**src/rtl/jc2_pkg.sv**
```systemverilog
// Shared constants for the Johnson-counter receive side: ring codes, direction codes, FSM states.
// Imported by the decoder, the code-to-index decoder and any bench checker.
package jc2_pkg;

  localparam int RING  = 8;
  localparam int IDX_W = $clog2(RING);

  // Johnson codes in left-shift order; position n is the n-th state after 0000
  localparam logic [3:0] JC_P0 = 4'b0000;
  localparam logic [3:0] JC_P1 = 4'b0001;
  localparam logic [3:0] JC_P2 = 4'b0011;
  localparam logic [3:0] JC_P3 = 4'b0111;
  localparam logic [3:0] JC_P4 = 4'b1111;
  localparam logic [3:0] JC_P5 = 4'b1110;
  localparam logic [3:0] JC_P6 = 4'b1100;
  localparam logic [3:0] JC_P7 = 4'b1000;

  typedef enum logic [1:0] {
    DIR_HOLD  = 2'b00,
    DIR_LEFT  = 2'b01,
    DIR_RIGHT = 2'b10
  } dir_e;

  typedef enum logic [1:0] {
    ST_UNLOCKED = 2'd0,
    ST_LOCKED   = 2'd1,
    ST_FAULT    = 2'd2
  } state_e;

  // Forward distance around the ring from b to a (modulo RING)
  function automatic logic [IDX_W-1:0] ring_delta(input logic [IDX_W-1:0] a,
                                                 input logic [IDX_W-1:0] b);
    return a - b;
  endfunction

endpackage

```
**src/rtl/jc2_code2idx.sv**
```systemverilog
// Combinational 4-bit Johnson code to ring index decoder; o_valid low for the eight illegal codes.
// Zero latency, no state, no flow control.
module jc2_code2idx
  import jc2_pkg::*;
(
  input  logic [3:0]       i_code,
  output logic             o_valid,
  output logic [IDX_W-1:0] o_idx
);

  always_comb begin
    o_valid = 1'b1;
    o_idx   = '0;
    case (i_code)
      JC_P0:   o_idx = 3'd0;
      JC_P1:   o_idx = 3'd1;
      JC_P2:   o_idx = 3'd2;
      JC_P3:   o_idx = 3'd3;
      JC_P4:   o_idx = 3'd4;
      JC_P5:   o_idx = 3'd5;
      JC_P6:   o_idx = 3'd6;
      JC_P7:   o_idx = 3'd7;
      default: o_valid = 1'b0;
    endcase
  end

endmodule

```
**src/rtl/jc2_decoder.sv**
```systemverilog
// Monitors a 4-bit Johnson counter: decodes position, step direction, net displacement, lock/fault.
// Two-cycle latency from q_in to outputs (input register + registered FSM); never stalls the source.
module jc2_decoder
  import jc2_pkg::*;
#(
  parameter int CNT_W = 8
) (
  input  logic             clk,
  input  logic             rst,
  input  logic [3:0]       q_in,
  input  logic             clr_err,
  output logic [2:0]       pos,
  output logic [1:0]       dir,
  output logic             step,
  output logic [CNT_W-1:0] disp,
  output logic             locked,
  output logic             err
);

  logic [3:0]       r_q;
  logic [IDX_W-1:0] r_idx;
  state_e           r_state;

  logic             w_valid;
  logic [IDX_W-1:0] w_idx;
  logic [IDX_W-1:0] w_delta;
  logic             w_move_ok;

  jc2_code2idx u_code2idx (
    .i_code  (r_q),
    .o_valid (w_valid),
    .o_idx   (w_idx)
  );

  assign w_delta   = ring_delta(w_idx, r_idx);
  // Only hold or a single step either way is physically reachable in one clock
  assign w_move_ok = (w_delta == 3'd0) || (w_delta == 3'd1) || (w_delta == 3'd7);

  always_ff @(posedge clk or posedge rst) begin
    if (rst) begin
      r_q     <= 4'b0000;
      r_idx   <= '0;
      r_state <= ST_UNLOCKED;
      pos     <= '0;
      dir     <= DIR_HOLD;
      step    <= 1'b0;
      disp    <= '0;
      locked  <= 1'b0;
      err     <= 1'b0;
    end else begin
      r_q  <= q_in;
      dir  <= DIR_HOLD;
      step <= 1'b0;
      case (r_state)
        ST_UNLOCKED: begin
          if (w_valid) begin
            r_state <= ST_LOCKED;
            r_idx   <= w_idx;
            pos     <= w_idx;
            locked  <= 1'b1;
          end
        end
        ST_LOCKED: begin
          if (!w_valid || !w_move_ok) begin
            // pos and disp keep their last legal values for post-mortem
            r_state <= ST_FAULT;
            locked  <= 1'b0;
            err     <= 1'b1;
          end else begin
            r_idx <= w_idx;
            pos   <= w_idx;
            if (w_delta == 3'd1) begin
              dir  <= DIR_LEFT;
              step <= 1'b1;
              disp <= disp + CNT_W'(1);
            end else if (w_delta == 3'd7) begin
              dir  <= DIR_RIGHT;
              step <= 1'b1;
              disp <= disp - CNT_W'(1);
            end
          end
        end
        ST_FAULT: begin
          if (clr_err) begin
            r_state <= ST_UNLOCKED;
            err     <= 1'b0;
          end
        end
        default: begin
          r_state <= ST_UNLOCKED;
          locked  <= 1'b0;
          err     <= 1'b0;
        end
      endcase
    end
  end

endmodule

```
**config.mk**
```make
export PLATFORM = sky130hd
export DESIGN_NAME = jc2_decoder
export DESIGN_NICKNAME = d
export VERILOG_FILES = /design/src/rtl/jc2_pkg.sv /design/src/rtl/jc2_code2idx.sv /design/src/rtl/jc2_decoder.sv
export SDC_FILE = /design/constraint.sdc
export NUM_CORES = 1
export LEC_CHECK = 0
export BUFFER_PORTS_ARGS = -buffer_cell sky130_fd_sc_hd__buf_2
export CAP_MARGIN = 20
export CORE_UTILIZATION = 34
export DETAILED_ROUTE_END_ITERATION = 10
export GPL_ROUTABILITY_DRIVEN = 0
export GPL_TIMING_DRIVEN = 0
export HOLD_SLACK_MARGIN = 0.12
export PLACE_DENSITY = 0.55
export SLEW_MARGIN = 0
export SYNTH_ARGS = -nofsm -noshare
export SYNTH_HDL_FRONTEND = slang
export SYNTH_HIERARCHICAL = 1
export SYNTH_SLANG_ARGS = --single-unit
```
**constraint.sdc**
```tcl
create_clock -name clk -period 6.5 [get_ports clk]
set_clock_uncertainty 0.1 [all_clocks]
set_input_delay 0.65 -clock clk [delete_from_list [all_inputs] [get_ports clk]]
set_output_delay 0.65 -clock clk [all_outputs]
set_load 0.005 [all_outputs]
```
==> impl_metrics.yaml <==
status:
  outcome: "finished, final reports clean"
worst_setup_path:
  r2r_start: "r_q[3]$_DFF_PP0_"
  r2r_slack_ns: 2.54
  cp-end-kind: "flop"
  r2r-end: "disp[6]$_DFFE_PP0P_"
  crit_arrival_ns: 4.07
  crit_required_ns: 6.60
  cp_max_fo: 7
  r2r_cells: 14
  worst_setup_path_start_kind: "flop"
  path_class: "flop to flop"
power_and_ir_drop:
  p_clk_frac: 0.100
  ir_worst_vdd_uv: 266
  switching_share: 0.410
  power_frac_seq: 0.305
  comb_power_share: 0.595
  power.density_mw_per_mm2: 518
  p_sw_w: 0.000302
  p_total_w: 0.000736
  leakage_nw: 0.721
  p_int_w: 0.000435
clock_network:
  cts-hold-fix-buffers: 0
  insertion_delay_ns: 0.30
  path_clk_slew_ns: 0.12
  cts_buffer_depth: 2
  clkSinkCount: 22
  cts_buffers: 3
  cts_resized: 0
  post_cts_buffers: 0
  htree_levels: 1
  cts_tree: "built"
  cts_root_buffer: "clkbuf_4"
final_layout:
  fillers: 336
  synthToLayoutAreaGrowth_pct: 16.8
  drive_above_1_share: 0.285
  diodes: 0
  nNetsFinal: 147
  final_cells: 176
route:
  drt-initial-drc-count: 19
  post_drt_wl_per_cell_um: 11.6
  ant_nets: 0
  drc: 0
  totalWireLength_um: 2040
  dr.pass1.iters: 4
  vias_per_cell: 4.73
  vias: 833
timing:
  slew_violations: 0
  fin_crit_sh: 0.610
  hold_violations: 0
  max_freq_mhz: 252
  setup_ws_ns: 2.54
  fin_setup_tns_ns: 0
  period_needed_ns: 3.96
  max_slew_margin: 0.436
  worstMarginPinSlew_ns: 0.845
  rsz0062_at_grt: "false"
  setup_viol: 0
global_route:
  grt_pass1_wl_um: 3560
  grt_usage: 0.129
  grt_pass1_vias: 777
  grt.overflow.total: 0
  grt_max_degree: 23
  antenna_found_initial: 0
floorplan:
  fp-row-count: 21
  initial_utilization: 0.359
  die_area_mm2: 0.00382
  core-area_mm2: 0.00339
  dieHeight_um: 61.8
  fp.dieW_um: 61.8
  top_level_ports: 23
synthesis:
  yosys.area.top_type: "dfrtp_1"
  synthCells: 104
  syn_avg_cell_area_um2: 11.7
  yosysWarnings: 6
  ys_seq_elements: 22
  synth_seq_area_share: 0.452
  synth.distinct_cells: 34
  yosysMostFrequentCell: "dfrtp_1"
  synth_common_cells: "dfrtp_1, nand2_1, ha_1"
  synthArstFlopShare: 1.00
  synth_top_area_share: 0.452
  syn-cell-area_mm2: 0.00122
  synth_area_leaders: "dfrtp_1, ha_1, mux2i_1, mux2_1, fa_1"
  synth-edff-count: 0
  syn_nets: 120
  synth_ff_type: "dfrtp_1"
worst_hold_path:
  holdPathStages: 1
  hold_start: "q_in[0]"
  hp-class: "input port to flop"
  hold-path-endpoint: "r_q[0]$_DFF_PP0_"
run:
  drv_cap: 0
placed_design:
  dpl.hpwl_um: 1560
  dpl.cell_count: 172
  dp_slack_ns: 2.55
  io_buffers: 22
-- critical path, stage by stage (launching register included) --
cell,delay (ns)
dfrtp_1,0.43
or2b_1,0.26
a21oi_1,0.18
inv_1,0.06
ha_1,0.19
fa_1,0.36
xnor3_1,0.44
nand2_1,0.11
or2_2,0.38
fa_1,0.42
a21o_1,0.21
a221o_1,0.31
a21oi_1,0.17
xor2_1,0.18
o21ai_1,0.07
-- flip-flops by register name, summed over array words and instances, names as in the netlist --
name / count
err: 1
disp: 8
step: 1
r_state: 2
r_idx: 3
r_q: 4
locked: 1
dir: 2
-- worst max-delay path by stage --
stage	cells past startpoint	slack, ns	to	start
floorplan	14	2.82	disp[6]$_DFFE_PP0P_	r_q[3]$_DFF_PP0_
global route	14	2.24	disp[6]$_DFFE_PP0P_	r_q[3]$_DFF_PP0_
finish	14	2.54	disp[6]$_DFFE_PP0P_	r_q[3]$_DFF_PP0_
detailed placement	14	2.55	disp[6]$_DFFE_PP0P_	r_q[3]$_DFF_PP0_
CTS	14	2.53	disp[6]$_DFFE_PP0P_	r_q[3]$_DFF_PP0_
global placement	14	2.62	disp[6]$_DFFE_PP0P_	r_q[3]$_DFF_PP0_
-- layout make-up --
class	instances	area (µm²)	share of cell area
Inverter	4	15.0	0.0106
Multi-Input combinational cell	77	641	0.451
Tap cell	46	57.6	0.0405
Sequential cell	22	551	0.387
Buffer	1	11.3	0.00792
Timing Repair Buffer	22	110	0.0775
Clock buffer	4	36.3	0.0255
-- power groups by stage --
stage                     Sequential (W)  Clock (W)  Combinational (W)
final                           0.000225  0.0000739           0.000438
after global placement          0.000226          0           0.000427
after floorplan                 0.000226          0           0.000341
after global routing            0.000233  0.0000843           0.000499
after CTS                       0.000226  0.0000784           0.000440
after detailed placement        0.000229          0           0.000438
-- cell usage in the layout, fill, tap and decap left out, drive strengths merged, types with 2 or more instances in the layout --
cell type,synthesis,layout
inv,4,4
mux2i,5,5
a21o,5,5
o21ai,9,9
xnor2,4,4
or2,3,3
mux2,5,5
nand2b,2,2
ha,7,7
xor2,4,4
nor2,4,4
a21oi,7,7
nand2,10,10
buf,1,23
fa,2,2
clkbuf,0,4
dfrtp,22,22
-- metal layers --
metal | up-vias | track usage | routed length (µm)
met3 | 5 | 0.0248 | 71
met4 | 0 | 0.0571 | 35
met1 | 404 | 0.171 | 929
met2 | 13 | 0.204 | 1000
met5 | - | 0 | 0
li1 | 411 | - | -
-- kinds of logic after synthesis --
logic type	after synthesis	synth area share
compound gates	25	0.142
xor+xnor	9	0.0822
fa+ha+maj	9	0.105
buf+inv	5	0.0216
flops	22	0.452
mux	10	0.0904
simple gates	24	0.107
-- per-stage QoR --
stage	hold WS [ns]	utilization	instance area (µm²)
2_1_floorplan	0.369	-	1220
3_3_place_gp	0.358	0.409	1390
3_5_place_dp	0.361	0.409	1390
4_1_cts	0.327	0.419	1420
5_1_grt	0.306	0.419	1420
6_report	0.342	0.419	1420
(Power assumes the default switching activity.)
